==> src/rtl/wbp_watchdog.sv <==
// Pipelined Wishbone bus guard: forwards requests downstream, caps and tracks outstanding
// requests, drops unmatched responses and aborts any cycle that stops making progress.

module wbp_watchdog_checker #(
    parameter int              CW   = 5,
    parameter logic [CW-1:0]   MAXC = 5'd15
) (
    input logic          clk,
    input logic          rst,
    input logic          cyc,
    input logic          ack,
    input logic          err,
    input logic          timeout,
    input logic          dn_cyc,
    input logic [CW-1:0] count
);

    // Bus-protocol invariants on the upstream response and downstream cycle signals
    assert property (@(posedge clk) disable iff (rst) !(ack && err))
        else $error("wbp_watchdog: ack and err asserted together");
    assert property (@(posedge clk) disable iff (rst) (err |-> cyc))
        else $error("wbp_watchdog: err without upstream cycle");
    assert property (@(posedge clk) disable iff (rst) (timeout |-> (!dn_cyc && !ack)))
        else $error("wbp_watchdog: downstream cycle or ack during abort");
    assert property (@(posedge clk) disable iff (rst) (count <= MAXC))
        else $error("wbp_watchdog: outstanding count above cap");

endmodule

module wbp_watchdog #(
    parameter int AW       = 26,
    parameter int DW       = 32,
    parameter int LGMAXOUT = 4,
    parameter int TIMEOUT  = 1024
) (
    input  logic                i_clk,
    input  logic                i_reset,
    input  logic                i_wb_cyc,
    input  logic                i_wb_stb,
    input  logic                i_wb_we,
    input  logic [AW-1:0]       i_wb_addr,
    input  logic [DW-1:0]       i_wb_data,
    input  logic [DW/8-1:0]     i_wb_sel,
    output logic                o_wb_stall,
    output logic                o_wb_ack,
    output logic [DW-1:0]       o_wb_data,
    output logic                o_wb_err,
    output logic                o_dn_cyc,
    output logic                o_dn_stb,
    output logic                o_dn_we,
    output logic [AW-1:0]       o_dn_addr,
    output logic [DW-1:0]       o_dn_data,
    output logic [DW/8-1:0]     o_dn_sel,
    input  logic                i_dn_stall,
    input  logic                i_dn_ack,
    input  logic                i_dn_err,
    input  logic [DW-1:0]       i_dn_data,
    output logic                o_timeout,
    output logic [LGMAXOUT:0]   o_outstanding
);

    localparam int                TW         = $clog2(TIMEOUT);
    localparam logic [TW-1:0]     TIMER_LAST = TW'(TIMEOUT - 1);
    localparam logic [TW-1:0]     TIMER_ZERO = {TW{1'b0}};
    localparam logic [TW-1:0]     TIMER_ONE  = TW'(1'b1);
    localparam logic [LGMAXOUT:0] CNT_ZERO   = {(LGMAXOUT+1){1'b0}};
    localparam logic [LGMAXOUT:0] MAXOUT     = {1'b0, {LGMAXOUT{1'b1}}};

    typedef enum logic [1:0] {
        S_IDLE   = 2'd0,
        S_ACTIVE = 2'd1,
        S_ABORT  = 2'd2,
        S_DRAIN  = 2'd3
    } state_t;

    state_t            state_r, state_s;
    logic [LGMAXOUT:0] count_r, count_s;
    logic [TW-1:0]     timer_r, timer_s;
    logic              live_s, full_s, fwd_stb_s, accept_s;
    logic              ack_s, err_s, stall_s, progress_s;

    // State, outstanding count and no-progress timer registers
    always_ff @(posedge i_clk or posedge i_reset) begin
        if (i_reset) begin
            state_r <= S_IDLE;
            count_r <= CNT_ZERO;
            timer_r <= TIMER_ZERO;
        end else begin
            state_r <= state_s;
            count_r <= count_s;
            timer_r <= timer_s;
        end
    end

    // Forwarding decisions, response gating and next-state/count/timer computation
    always_comb begin
        state_s    = state_r;
        count_s    = count_r;
        timer_s    = timer_r;
        live_s     = 1'b0;
        fwd_stb_s  = 1'b0;
        accept_s   = 1'b0;
        ack_s      = 1'b0;
        err_s      = 1'b0;
        stall_s    = 1'b0;
        progress_s = 1'b0;
        full_s     = (count_r == MAXOUT);
        case (state_r)
            S_IDLE, S_ACTIVE: begin
                if (i_wb_cyc) begin
                    live_s    = 1'b1;
                    fwd_stb_s = i_wb_stb && !full_s;
                    accept_s  = fwd_stb_s && !i_dn_stall;
                    stall_s   = i_dn_stall || full_s;
                    // A response only counts if it can match a request still in flight
                    if (count_r != CNT_ZERO) begin
                        err_s = i_dn_err;
                        ack_s = i_dn_ack && !i_dn_err;
                    end else begin
                        err_s = 1'b0;
                        ack_s = 1'b0;
                    end
                    progress_s = accept_s || ack_s || err_s ||
                                 ((count_r == CNT_ZERO) && !i_wb_stb);
                    if (err_s) begin
                        state_s = S_IDLE;
                        count_s = CNT_ZERO;
                        timer_s = TIMER_ZERO;
                    end else if (progress_s) begin
                        state_s = S_ACTIVE;
                        timer_s = TIMER_ZERO;
                        count_s = count_r + {{LGMAXOUT{1'b0}}, accept_s}
                                          - {{LGMAXOUT{1'b0}}, ack_s};
                    end else if (timer_r == TIMER_LAST) begin
                        state_s = S_ABORT;
                        count_s = CNT_ZERO;
                        timer_s = TIMER_ZERO;
                    end else begin
                        state_s = S_ACTIVE;
                        timer_s = timer_r + TIMER_ONE;
                    end
                end else begin
                    state_s = S_IDLE;
                    count_s = CNT_ZERO;
                    timer_s = TIMER_ZERO;
                end
            end
            S_ABORT: begin
                stall_s = 1'b1;
                err_s   = i_wb_cyc;
                count_s = CNT_ZERO;
                timer_s = TIMER_ZERO;
                if (i_wb_cyc) begin
                    state_s = S_DRAIN;
                end else begin
                    state_s = S_IDLE;
                end
            end
            S_DRAIN: begin
                stall_s = 1'b1;
                count_s = CNT_ZERO;
                timer_s = TIMER_ZERO;
                if (i_wb_cyc) begin
                    state_s = S_DRAIN;
                end else begin
                    state_s = S_IDLE;
                end
            end
            default: begin
                state_s = S_IDLE;
                count_s = CNT_ZERO;
                timer_s = TIMER_ZERO;
            end
        endcase
    end

    // Reset forces every output low at once, even while the upstream still holds cyc
    assign o_dn_cyc      = live_s && !i_reset;
    assign o_dn_stb      = fwd_stb_s && !i_reset;
    assign o_dn_we       = i_wb_we && !i_reset;
    assign o_dn_addr     = i_reset ? {AW{1'b0}} : i_wb_addr;
    assign o_dn_data     = i_reset ? {DW{1'b0}} : i_wb_data;
    assign o_dn_sel      = i_reset ? {(DW/8){1'b0}} : i_wb_sel;
    assign o_wb_stall    = stall_s && !i_reset;
    assign o_wb_ack      = ack_s && !i_reset;
    assign o_wb_err      = err_s && !i_reset;
    assign o_wb_data     = i_reset ? {DW{1'b0}} : i_dn_data;
    assign o_timeout     = (state_r == S_ABORT) && !i_reset;
    assign o_outstanding = count_r;

    wbp_watchdog_checker #(
        .CW   (LGMAXOUT + 1),
        .MAXC (MAXOUT)
    ) u_checker (
        .clk     (i_clk),
        .rst     (i_reset),
        .cyc     (i_wb_cyc),
        .ack     (o_wb_ack),
        .err     (o_wb_err),
        .timeout (o_timeout),
        .dn_cyc  (o_dn_cyc),
        .count   (o_outstanding)
    );

endmodule

==> config.mk <==
export PLATFORM = sky130hd
export DESIGN_NAME = wbp_watchdog
export DESIGN_NICKNAME = d
export VERILOG_FILES = /design/src/rtl/wbp_watchdog.sv
export SDC_FILE = /design/constraint.sdc
export NUM_CORES = 1
export LEC_CHECK = 0
export ABC_CLOCK_PERIOD_IN_PS = 3200
export CAP_MARGIN = 40
export CELL_PAD_IN_SITES_DETAIL_PLACEMENT = 0
export CELL_PAD_IN_SITES_GLOBAL_PLACEMENT = 1
export CORE_ASPECT_RATIO = 1.4
export CORE_MARGIN = 5
export CORE_UTILIZATION = 17
export CTS_CLUSTER_DIAMETER = 150
export CTS_CLUSTER_SIZE = 20
export DETAILED_ROUTE_END_ITERATION = 16
export GPL_TIMING_DRIVEN = 0
export HOLD_SLACK_MARGIN = 0.15
export MAX_ROUTING_LAYER = met4
export PLACE_DENSITY = 0.83
export SLEW_MARGIN = 30
export SYNTH_ARGS = -nofsm -noshare
export SYNTH_HDL_FRONTEND = slang
export SYNTH_HIERARCHICAL = 1
export SYNTH_SLANG_ARGS = --single-unit
==> constraint.sdc <==
create_clock -name i_clk -period 3.2 [get_ports i_clk]
set_input_delay 0.64 -clock i_clk [delete_from_list [all_inputs] [get_ports i_clk]]
set_output_delay 0.64 -clock i_clk [all_outputs]
set_load 0.02 [all_outputs]
# Word level (Yosys, flattened, before mapping)
# Index checks and enable logic that the tools add are counted.
totals:
  ff_bits: 17
  latchBits: 0
  ramBits: 0
  rom_bits: 0
  in_bits: 102
  output_inout_bits: 106
  wordCells: 73
  memories: 0
op_classes:
  addsub: 3
  n_mul: 0
  n_div: 0
  n_lt_le_gt_ge: 0
  n_eq_ne: 6
  shift: 0
  mux: 36
  n_bitwise: 0
  reduce_logical: 25
op_table:
  columns: ["operator", "count"]
  rows:
  - ["32-bit two-way mux", 2]
  - ["10-bit two-way mux", 4]
  - ["26-bit two-way mux", 1]
  - ["5-bit two-way mux", 4]
  - ["10-bit case mux with 2 select lines", 1]
  - ["1-bit two-way mux", 14]
  - ["1-bit logical AND", 11]
  - ["10-bit by 1-bit adder with 10-bit output (second input constant)", 1]
  - ["10-bit equality test (second input constant)", 1]
  - ["2-bit two-way mux", 5]
  - ["5-bit case mux with 2 select lines", 1]
  - ["5-bit by 1-bit adder with 5-bit output", 1]
  - ["5-bit by 4-bit equality test with 1-bit output (second input constant)", 1]
  - ["1-bit zero test", 5]
  - ["5-bit zero test", 1]
  - ["5-bit inequality test (second input constant)", 1]
  - ["5-bit nonzero test", 1]
  - ["5-bit by 1-bit subtractor with 5-bit output", 1]
  - ["2-bit equality test (second input constant)", 2]
  - ["1-bit logical OR", 4]
  - ["4-bit two-way mux", 1]
  - ["1-bit case mux with 2 select lines", 2]
  - ["2-bit case mux with 2 select lines", 1]
  - ["2-bit OR reduction", 2]
  - ["other kinds (2)", 2]

# Longest topological paths before layout
logic_depth:
  word_depth: 12
  depth_mapped: 15

# Worst setup path after synthesis
# Ideal clock, no wire load.
synth_path:
  path_kind: "register to register"
  start: "reg count_r[2] (netlist: o_outstanding[2])"
  end: "reg count_r[4] (netlist: o_outstanding[4])"
  setup_time_ns: 0.143
  t_arrival_ns: 2.900
  required_ns: 3.057
  path_slack_ns: 0.158
  path_stages_with_launch: 16
  path_buffers: 0
  period_less_slack_ns: 3.042
  cell_sequence: "dfrtp_1 inv_1 ha_1 nor4b_4 or3b_2 inv_1 ha_1 inv_1 ha_1 inv_1 fa_1 nand2b_1 a21oi_1 xnor2_1 nand2b_1 a31oi_1"
synth_between:
  elab_chain_cells: 11
  elab_cells_between_ends: 23
  cone_classes: "2 x add/sub; 2 x eq/ne; 10 x mux; 9 x reduce/logical"
synth_lines:
  columns: ["item", "line", "rtl"]
  rows:
  - ["start: declaration", "77", "logic [LGMAXOUT:0] count_r, count_s;"]
  - ["start signal: assignment", "90", "count_r <= count_s;"]
  - ["parallel branches: the longest is 11 deep, another holds 5-bit by 1-bit adder with 5-bit output", null, null]
# Several ways; the timed one is not identified. The select of a mux whose other input is x is not followed.
# A chain may end at the register's enable or synchronous reset.

# Worst setup path in the final report
# Same ends and word-level chain as after synthesis.

==> metrics.txt <==
overall overflow remaining after global route 0; CTS H-tree depth 1; Seq pwr share 17.7%; IO Port Bufs 206; CTS tree done; final worst path period need 3030 ps; Setup Skew 1.38 ps; crit path max-delay cell type fa_2; internal power 1.04 mW; Syn Nets 331; period utilisation layout 94.6%; CORE AREA 9950 um^2; Synth Cell Area 1730 um^2; WL/cell 16.6 um; hold depth 1; Cells after Synth 219; CP bufs+invs 3; sequential share of the synthesized area 24.5%; CP max stage delay 380 ps; Synth Register Bits 17; largest net degree at the start of global routing 18; Critical Path RT 3370 ps; vias in the first global route 2265; most common cell after layout, fill and taps aside clkdlybuf4s50_1; Worst Setup SP o_outstanding[2]; final WL 9460 um; gp weighted congestion 0.805; dominant cell type by area after synthesis nor2b_1; critical path depth in cells 14; setup tns final 0 ps; vias 2291; R2R Path End o_outstanding[4]; residual DRC count 0; die area 12300 um^2; die width 95.3 um; Synth area leaders nor2b_1 (35%), dfrtp_1 (25%), ha_1 (6.5%); Max FO, Critical Path 3; Hold EP timer_r[0]; Hold Path Class flop to flop; power density over the cells 409 nW/um^2; post-layout util 41.4%; drt first pass iters 4; post-synth top area share 35.0%; Clock Sinks 17; starting density of the core 17.4%; Switching Fraction 38.5%; net switching power 0.649 mW; Final setup violation count 0; Worst R2R Start o_outstanding[2]; FF-to-FF path depth 14; Setup crit start kind flop; Comb power frac 67.2%; Ys Warns 6; max_cap viols 0; slew of the pin with the lowest slew margin 647 ps; Cell Chain, Critical Path buf_4, ha_1, and4b_2, or3_4, ha_1, inv_1, ha_2, inv_1, fa_2, nand2b_4, a21oi_4, xnor2_2, nand2b_1, a31oi_1; Leak 1.58 nW; status finished, final reports clean; Longest Clk Path Bufs 2; clk_lat worst skew 250 ps; RSZ-0062 raised after global routing no; dpl ws -248 ps; worst setup margin 172 ps; slew margin rel. 56.8%; reg2reg setup slack 170 ps; post-DP HPWL 8270 um; area grow syn2layout 138%; WHS 502 ps; Final Hold Viols 0; fin cells 570; clock share of power 15.1%; Final ANT Viol Nets 0; Ports 208; Slew Limit Fails 0; clock-pin slew on the worst setup and hold paths 50 ps; row cnt 43; Avg Cell Area, Syn 7.91 um^2; layout cells sized above 1 5.54%; DRT iter0 DRCs 40; crit-path leading delay family adder cells; Nets 546; Max VDD drop 0.453 mV; fmax 0.330 GHz; Netlist cell types 35; Hold Crit Start timer_r[0]; Num CTS Buffers 3; GRT Total Usage 14.1%; CTS root buf clkbuf_16; vias per cell 4.02; Die H 129 um; antenna violations before repair 2; placed cell count 560; commonest cells after routing, fill and taps aside clkdlybuf4s50_1 (205), nor2b_1 (97), dfrtp_1 (17), nor2_1 (15), clkbuf_1 (11); Critical Path AT 3200 ps; CP Class flop to flop; Crit. End Element flop; global-route wire length before repair 13000 um
## per-layer routing
layer	vias up	GRT usage (%)	share of wire [%]
met3	11	4.59	11
met5	-	-	0
met4	0	2.72	1.3
met1	1034	15.1	36
met2	122	25.3	51
li1	1124	-	-
## synthesized netlist by cell type, drive strengths merged
cell type / n
xnor2: 6
a21oi: 4
or2: 1
nor4: 1
o21ai: 2
nor2b: 98
and2: 1
a31oi: 2
nand3: 9
ha: 9
or3b: 1
nand4: 1
a22o: 2
and3: 2
buf: 1
a21o: 1
mux2i: 1
nand2b: 2
o21a: 2
dfrtp: 17
or3: 1
o22ai: 3
clkbuf: 11
nor2: 15
nor4b: 1
fa: 1
nand2: 4
o31ai: 1
inv: 10
xor2: 5
and4b: 1
nor3: 3
## worst max path at each step
| stage | endpoint | slack, ps |
|---|---|---|
| CTS | o_outstanding[4] | 30 |
| detailed placement | o_outstanding[4] | -250 |
| global route | o_outstanding[4] | 50 |
| finish | o_outstanding[4] | 170 |
| floorplan | o_outstanding[4] | 160 |
| global placement | o_outstanding[4] | -160 |
## metrics by stage
step	power, mW	area [um^2]
after floorplan	0.870	1730
after detailed placement	1.28	3960
after global routing	1.80	4120
final	1.69	4120
after global placement	1.27	3960
after CTS	1.56	4050
## state kept, by name, summed over array words and instances (netlist names)
name           count
o_outstanding      5
state_r            2
timer_r           10
## timing repair
| item | CTS | global route |
|---|---|---|
| hold buffers | 0 | 0 |
| pin swaps | 0 | 3 |
| gates cloned | 0 | 0 |
| resized for setup | 1 | 9 |
| setup buffers | 0 | 4 |
| setup endpoints to repair | 1 | 1 |
## power by group through the flow
| stage | sequential, mW | clock (mW) | combinational, mW |
|---|---|---|---|
| 2_1_floorplan | 0.327 | 0 | 0.544 |
| 3_3_place_gp | 0.305 | 0 | 0.968 |
| 3_5_place_dp | 0.307 | 0 | 0.973 |
| 4_1_cts | 0.303 | 0.258 | 0.994 |
| 5_1_grt | 0.302 | 0.269 | 1.23 |
| 6_report | 0.298 | 0.255 | 1.13 |
## area by class of cell
type,instances,area (um^2)
antenna,2,5.00
clock inverter,1,7.51
fill,961,5830
inverter,10,37.5
tap,135,169
timing repair buffer,210,2090
sequential,17,425
multi-input combinational,180,1260
clock buffer,3,75.1
buffer,12,52.6
## logic make-up (layout without fill, tap and decap cells)
logic type                 count (synthesis)  in the layout  synth area share [%]
adders and majority gates                 10             10                  7.65
other                                      0              2                     0
buffers and inverters                     22            236                  5.20
AOI/OAI and AO/OA                         17             17                  7.15
DFF                                       17             17                  24.5
muxes                                      1              1                 0.578
xor gates and xnor gates                  11             11                  5.56
and+or+nand+nor                          141            141                  49.3
Power figures use the tool's default switching activity.
